`config.mk`:
```
export PLATFORM = sky130hd
export DESIGN_NAME = pwm_scheduler
export DESIGN_NICKNAME = d
export VERILOG_FILES = /design/src/rtl/pwm_pkg.sv /design/src/rtl/pwm_timebase.sv /design/src/rtl/pwm_scheduler.sv
export SDC_FILE = /design/constraint.sdc
export NUM_CORES = 1
export LEC_CHECK = 0
export ABC_AREA = 1
export BUFFER_PORTS_ARGS = -buffer_cell sky130_fd_sc_hd__buf_2
export CORE_MARGIN = 2
export CORE_UTILIZATION = 37
export CTS_CLUSTER_SIZE = 14
export DETAILED_ROUTE_END_ITERATION = 8
export GPL_TIMING_DRIVEN = 0
export SLEW_MARGIN = 15
export SYNTH_ARGS = -nofsm -noshare
export SYNTH_HDL_FRONTEND = slang
export SYNTH_SLANG_ARGS = --single-unit
```
`constraint.sdc`:
```
create_clock -name clk -period 1.9 [get_ports clk]
set_input_delay 0.285 -clock clk [delete_from_list [all_inputs] [get_ports clk]]
set_output_delay 0.285 -clock clk [all_outputs]
set_load 0.005 [all_outputs]
```
`src/rtl/pwm_pkg.sv`:
```
// Shared constants for the PWM output path and the SPI register map.
`timescale 1ns/1ps
package pwm_pkg;

    localparam int          PWM_CNT_W   = 8;
    localparam logic [7:0]  PWM_MAX     = 8'hFF;
    localparam int          NUM_OUT     = 16;
    localparam int          CLK_DIV_DEF = 3000;

    // SPI register addresses, shared with the SPI register block.
    localparam logic [7:0]  ADDR_EN_OUT_7_0  = 8'h00;
    localparam logic [7:0]  ADDR_EN_OUT_15_8 = 8'h01;
    localparam logic [7:0]  ADDR_EN_PWM_7_0  = 8'h02;
    localparam logic [7:0]  ADDR_EN_PWM_15_8 = 8'h03;
    localparam logic [7:0]  ADDR_PWM_DUTY    = 8'h04;

    // PWM level for a given count and duty. Full-scale duty is
    // constant high so there is no one-count gap at the end of a period.
    function automatic logic pwm_level_f(input logic [PWM_CNT_W-1:0] cnt,
                                         input logic [PWM_CNT_W-1:0] duty);
        return (duty == PWM_MAX) ? 1'b1 : (cnt < duty);
    endfunction

endpackage

```
`src/rtl/pwm_timebase.sv`:
```
// PWM timebase: a prescaler producing one count step every CLK_DIV clocks,
// and an 8-bit period counter. o_wrap marks the last clock of a period.
`timescale 1ns/1ps
module pwm_timebase
    import pwm_pkg::*;
#(
    parameter int CLK_DIV = CLK_DIV_DEF
) (
    input  logic                 clk,
    input  logic                 rst_n,
    output logic [PWM_CNT_W-1:0] o_cnt,
    output logic                 o_wrap
);

    // A one-clock division still needs a 1-bit prescaler that stays at 0.
    localparam int              PRE_W    = (CLK_DIV > 1) ? $clog2(CLK_DIV) : 1;
    localparam logic [PRE_W-1:0] PRE_LAST = PRE_W'(CLK_DIV - 1);

    logic [PRE_W-1:0]     r_pre;
    logic [PWM_CNT_W-1:0] r_cnt;
    logic                 w_tick;

    assign w_tick = (r_pre == PRE_LAST);
    assign o_cnt  = r_cnt;
    assign o_wrap = w_tick && (r_cnt == PWM_MAX);

    // Prescaler wraps on tick; the period counter advances on tick and rolls 255 -> 0.
    always_ff @(posedge clk or negedge rst_n) begin
        if (!rst_n) begin
            r_pre <= '0;
            r_cnt <= '0;
        end else begin
            r_pre <= w_tick ? '0 : r_pre + 1'b1;
            if (w_tick) begin
                r_cnt <= r_cnt + 1'b1;
            end
        end
    end

endmodule

```
`src/rtl/pwm_scheduler.sv`:
```
// Drives the user outputs from the register-block enables and duty cycle.
// The duty cycle is shadowed and only taken at a period boundary so that
// pulses are never cut short or stretched mid-period.
`timescale 1ns/1ps
module pwm_scheduler
    import pwm_pkg::*;
#(
    parameter int CLK_DIV = CLK_DIV_DEF,
    parameter int NUM_OUT = pwm_pkg::NUM_OUT
) (
    input  logic               clk,
    input  logic               rst_n,
    input  logic [7:0]         en_reg_out_7_0,
    input  logic [7:0]         en_reg_out_15_8,
    input  logic [7:0]         en_reg_pwm_7_0,
    input  logic [7:0]         en_reg_pwm_15_8,
    input  logic [7:0]         pwm_duty_cycle,
    output logic [NUM_OUT-1:0] out,
    output logic               period_start,
    output logic               duty_pending
);

    logic [NUM_OUT-1:0]   r_en_out;
    logic [NUM_OUT-1:0]   r_en_pwm;
    logic [PWM_CNT_W-1:0] r_active_duty;
    logic                 r_period_start;
    logic                 r_duty_pending;
    logic [NUM_OUT-1:0]   r_out;

    logic [PWM_CNT_W-1:0] w_cnt;
    logic                 w_wrap;
    logic                 w_level;
    logic [NUM_OUT-1:0]   w_out_next;

    pwm_timebase #(
        .CLK_DIV (CLK_DIV)
    ) u_timebase (
        .clk    (clk),
        .rst_n  (rst_n),
        .o_cnt  (w_cnt),
        .o_wrap (w_wrap)
    );

    assign w_level = pwm_level_f(w_cnt, r_active_duty);

    // Enables are sampled once; they are not shadowed, so static changes show up after two clocks.
    always_ff @(posedge clk or negedge rst_n) begin
        if (!rst_n) begin
            r_en_out <= '0;
            r_en_pwm <= '0;
        end else begin
            r_en_out <= {en_reg_out_15_8, en_reg_out_7_0};
            r_en_pwm <= {en_reg_pwm_15_8, en_reg_pwm_7_0};
        end
    end

    // Duty shadow: the value present on the wrap clock becomes the next period's duty.
    always_ff @(posedge clk or negedge rst_n) begin
        if (!rst_n) begin
            r_active_duty <= '0;
        end else if (w_wrap) begin
            r_active_duty <= pwm_duty_cycle;
        end
    end

    // Status flags: boundary pulse lands in the first cnt==0 clock; pending tracks an unapplied duty.
    always_ff @(posedge clk or negedge rst_n) begin
        if (!rst_n) begin
            r_period_start <= 1'b0;
            r_duty_pending <= 1'b0;
        end else begin
            r_period_start <= w_wrap;
            r_duty_pending <= (pwm_duty_cycle != r_active_duty);
        end
    end

    // Per-output select: disabled -> 0, static mode -> 1, PWM mode -> current level.
    always_comb begin
        w_out_next = '0;
        for (int i = 0; i < NUM_OUT; i++) begin
            if (r_en_out[i]) begin
                w_out_next[i] = r_en_pwm[i] ? w_level : 1'b1;
            end
        end
    end

    // Registered outputs keep the pins free of compare glitches.
    always_ff @(posedge clk or negedge rst_n) begin
        if (!rst_n) begin
            r_out <= '0;
        end else begin
            r_out <= w_out_next;
        end
    end

    assign out          = r_out;
    assign period_start = r_period_start;
    assign duty_pending = r_duty_pending;

endmodule

```
==> metrics.md <==
| Metric | Value |
|---|---|
| Status | `finished, final reports clean` |
| IO Port Bufs | `59` |
| Synth Register Bits | `78` |
| WP data required | `between 2000 and 2500 ps` |
| Initial antenna violation count | `0` |
| DIE WIDTH | `slightly below 100 um` |
| H-tree levels | `3` |
| Setup Skew | `slightly below 10 ps` |
| I/O pins | `60` |
| Drt pass-1 iters | `4` |
| Pwr Density | `around 800 nW/um^2` |
| Post-Syn Area per Cell | `approximately 10 um^2` |
| FILL cells | `roughly 810` |
| Clock Pin Slew Worst Setup and Hold Paths | `80 ps` |
| Pint | `2.50 mW` |
| Routed vias | `~2,200` |
| RSZ-0062 raised after global routing | `no` |
| DPL Wire Length | `3.96 mm` |
| Final Max Slew Viols | `0` |
| Skew-Pair Late Insertion Delay | `roughly 350 ps` |
| Top post-synthesis cells by area | `dfrtp_1, nand2_1, inv_1` |
| NetSw | `0.667 mW` |
| Largest net degree at the start of global routing | `slightly below 60` |
| Drt wl/cell | `about 11 um` |
| Placeable Area | `between 8000 and 9000 um^2` |
| Syn nets | `between 300 and 400` |
| Max Clk Rate | `0.567 GHz` |
| Vias/cell | `roughly 4.4` |
| EDFF count, synth | `0` |
| Final worst path period share | `around 93%` |
| Min-delay worst type | `in -> reg` |
| Logic gate share of total power | `about 4.1%` |
| Post-Syn Instances | `315` |
| Vias in the first global route | `2,032` |
| Async set-or-reset flop fraction in the synthesized netlist | `100%` |
| Ys flop type | `dfrtp_1` |
| # Post-CTS Setup Buffers | `0` |
| Flop pwr share | `54.4%` |
| Min Hold Slack | `between 40 and 50 ps` |
| Sw Ratio | `between 20% and 30%` |
| Final #Nets | `roughly 440` |
| Register area share after synthesis | `61.7%` |
| Maximum vdd drop | `about 0.00054 V` |
| Inserted Diodes | `0` |
| Clock sink count | `just under 80` |
| Crit path DAT | `between 2000 and 2500 ps` |
| Post-synth top area share | `61.7%` |
| Synthesis warning total | `0` |
| Root Buffer | `clkbuf_8` |
| Die Y | `roughly 96 um` |
| Most frequent CP cell | `inv_1` |
| Top delay family on crit path | `simple AND/OR/NAND/NOR gates` |
| Clock Power Share | `a little over two fifths` |
| Critical Path Max Stage Delay | `400 ps` |
| Startpoint Class | `register` |
| Setup crit end kind | `register` |
| Overall routing resource usage | `13.3%` |
| Netlist cell types | `25` |
| Gr ovfl total | `0` |
| Final setup vio count | `0` |
| Drt initial violations | `86` |
| CP Cell Sequence | `inv_1 > ha_1 > a21oi_1 > nor2_1 > nor3_1 > nand2_2 > buf_4 > nand3_1 > nand2_1 > inv_1` |
| Count leader, synth | `dfrtp_1` |
| Post-DRT Antenna Nets | `0` |
| Post-synth top cells | `dfrtp_1, nand2_1, inv_1` |
| First-pass GRT wire length | `9.25 mm` |
| Area Growth Syn to Fin | `21.6%` |
| Final setup TNS | `0 ps` |
| Num CTS Buffers | `9` |
| Pleak | `between 2 and 2.5 nW` |
| Synth area leader | `dfrtp_1` |
| Layout cell share with drive strength beyond 1 | `between 20% and 30%` |
| CP max-delay cell | `dfrtp_1` |
| Mapped Area | `approximately 3200 um^2` |
| Die area | `~9300 um^2` |
| Starting Density | `38.3%` |
| Tmin final | `between 1500 and 2000 ps` |
| Gpl congestion | `roughly 0.78` |
| Total of max-cap violations | `0` |
| WS Path Type | `reg -> reg` |
| Total power | `between 3 and 4 mW` |
| TritonCTS clock tree | `yes` |
| Crit-path max FO | `10` |
| Clk buf depth | `2` |
| Row cnt | `33` |
| Final Hold Fails | `0` |
| Pin slew with the least headroom to its limit | `309 ps` |
| WP buf/inv | `3` |
| Post-Route WL | `5.54 mm` |
| Remaining DRCs | `0` |
| Slew headroom | `about four fifths` |
-- flip-flops by register name (all words and copies together) (netlist names) --
name / flops
duty_pending: 1
out: 16
period_start: 1
r_active_duty: 8
r_en_out: 16
r_en_pwm: 16
u_timebase.o_cnt: 8
u_timebase.r_pre: 12
-- power by group through the flow --
stage          Sequential [mW]  Combinational [mW]  Clock (mW)
4_1_cts                   1.72               0.135        1.36
5_1_grt                   1.73               0.152        1.44
3_3_place_gp              1.75               0.124           0
3_5_place_dp              1.76               0.133           0
6_report                  1.72               0.129        1.32
2_1_floorplan             1.76              0.0245           0
-- final timing paths --
path,start,end,slack (ps),cells after the start
setup / recovery,r_active_duty[5],out[8],130,10
hold / removal,en_reg_pwm_15_8[1],r_en_pwm[9],40,1
setup reg to reg,r_active_duty[5],out[8],130,10
hold reg to reg,r_en_out[2],out[2],430,2
max in group asynchronous,rst_n,r_en_out[2],960,3
min in group asynchronous,rst_n,r_active_duty[3],380,2
-- cells in the final DEF (no fill, tap or decap), types with 3 or more instances in the layout --
cell       n
a21oi_1    8
buf_2     60
clkbuf_8   9
dfrtp_1   78
ha_1       9
inv_1     52
nand2_1   76
nand2_2    3
nand3_1   24
nor2_1    17
nor3_1     5
o21ai_1    3
o21ai_2    8
xor2_1    12
-- kinds of logic after synthesis --
group	count (synthesis)	share of synthesized area, %
buffers and inverters	59	7.59
and+or+nand+nor	134	18.9
xor gates and xnor gates	14	3.88
adders and majority gates	9	3.56
AOI/OAI and AO/OA	21	4.31
DFF	78	61.7
-- layout make-up --
class                      count  area [um^2]  area share [%]
inverter                      54          203            5.27
clock buffer                   9          124            3.22
clock inverter                 6         87.6            2.28
buffer                         5         40.0            1.04
sequential                    78         1950            50.7
multi-input combinational    178          973            25.3
tap                          105          131            3.42
timing repair buffer          61          335            8.72
-- metal layers --
layer / wire [um] / track usage, %
met2: 2770 / 20.3
met1: 2490 / 17.0
met3: 237 / 5.59
met5: 0 / 0
met4: 50 / 4.93
-- repair_timing --
item | CTS | global route
endpoints found under the setup margin | 0 | 10
endpoints found under the hold margin | 20 | 0
resized for setup | 0 | 3
hold buffers | 1 | 0
-- per-stage QoR --
stage	util (%)	setup WS [ps]	cells	instance area (um^2)
6_report	46.6	135	496	3850
4_1_cts	46.5	25.2	496	3840
3_5_place_dp	43.8	80.1	480	3620
2_1_floorplan	-	360	315	3160
5_1_grt	46.6	25.2	496	3850
3_3_place_gp	43.5	-27.5	479	3590
Note: power is estimated with default switching activity, not from simulation.
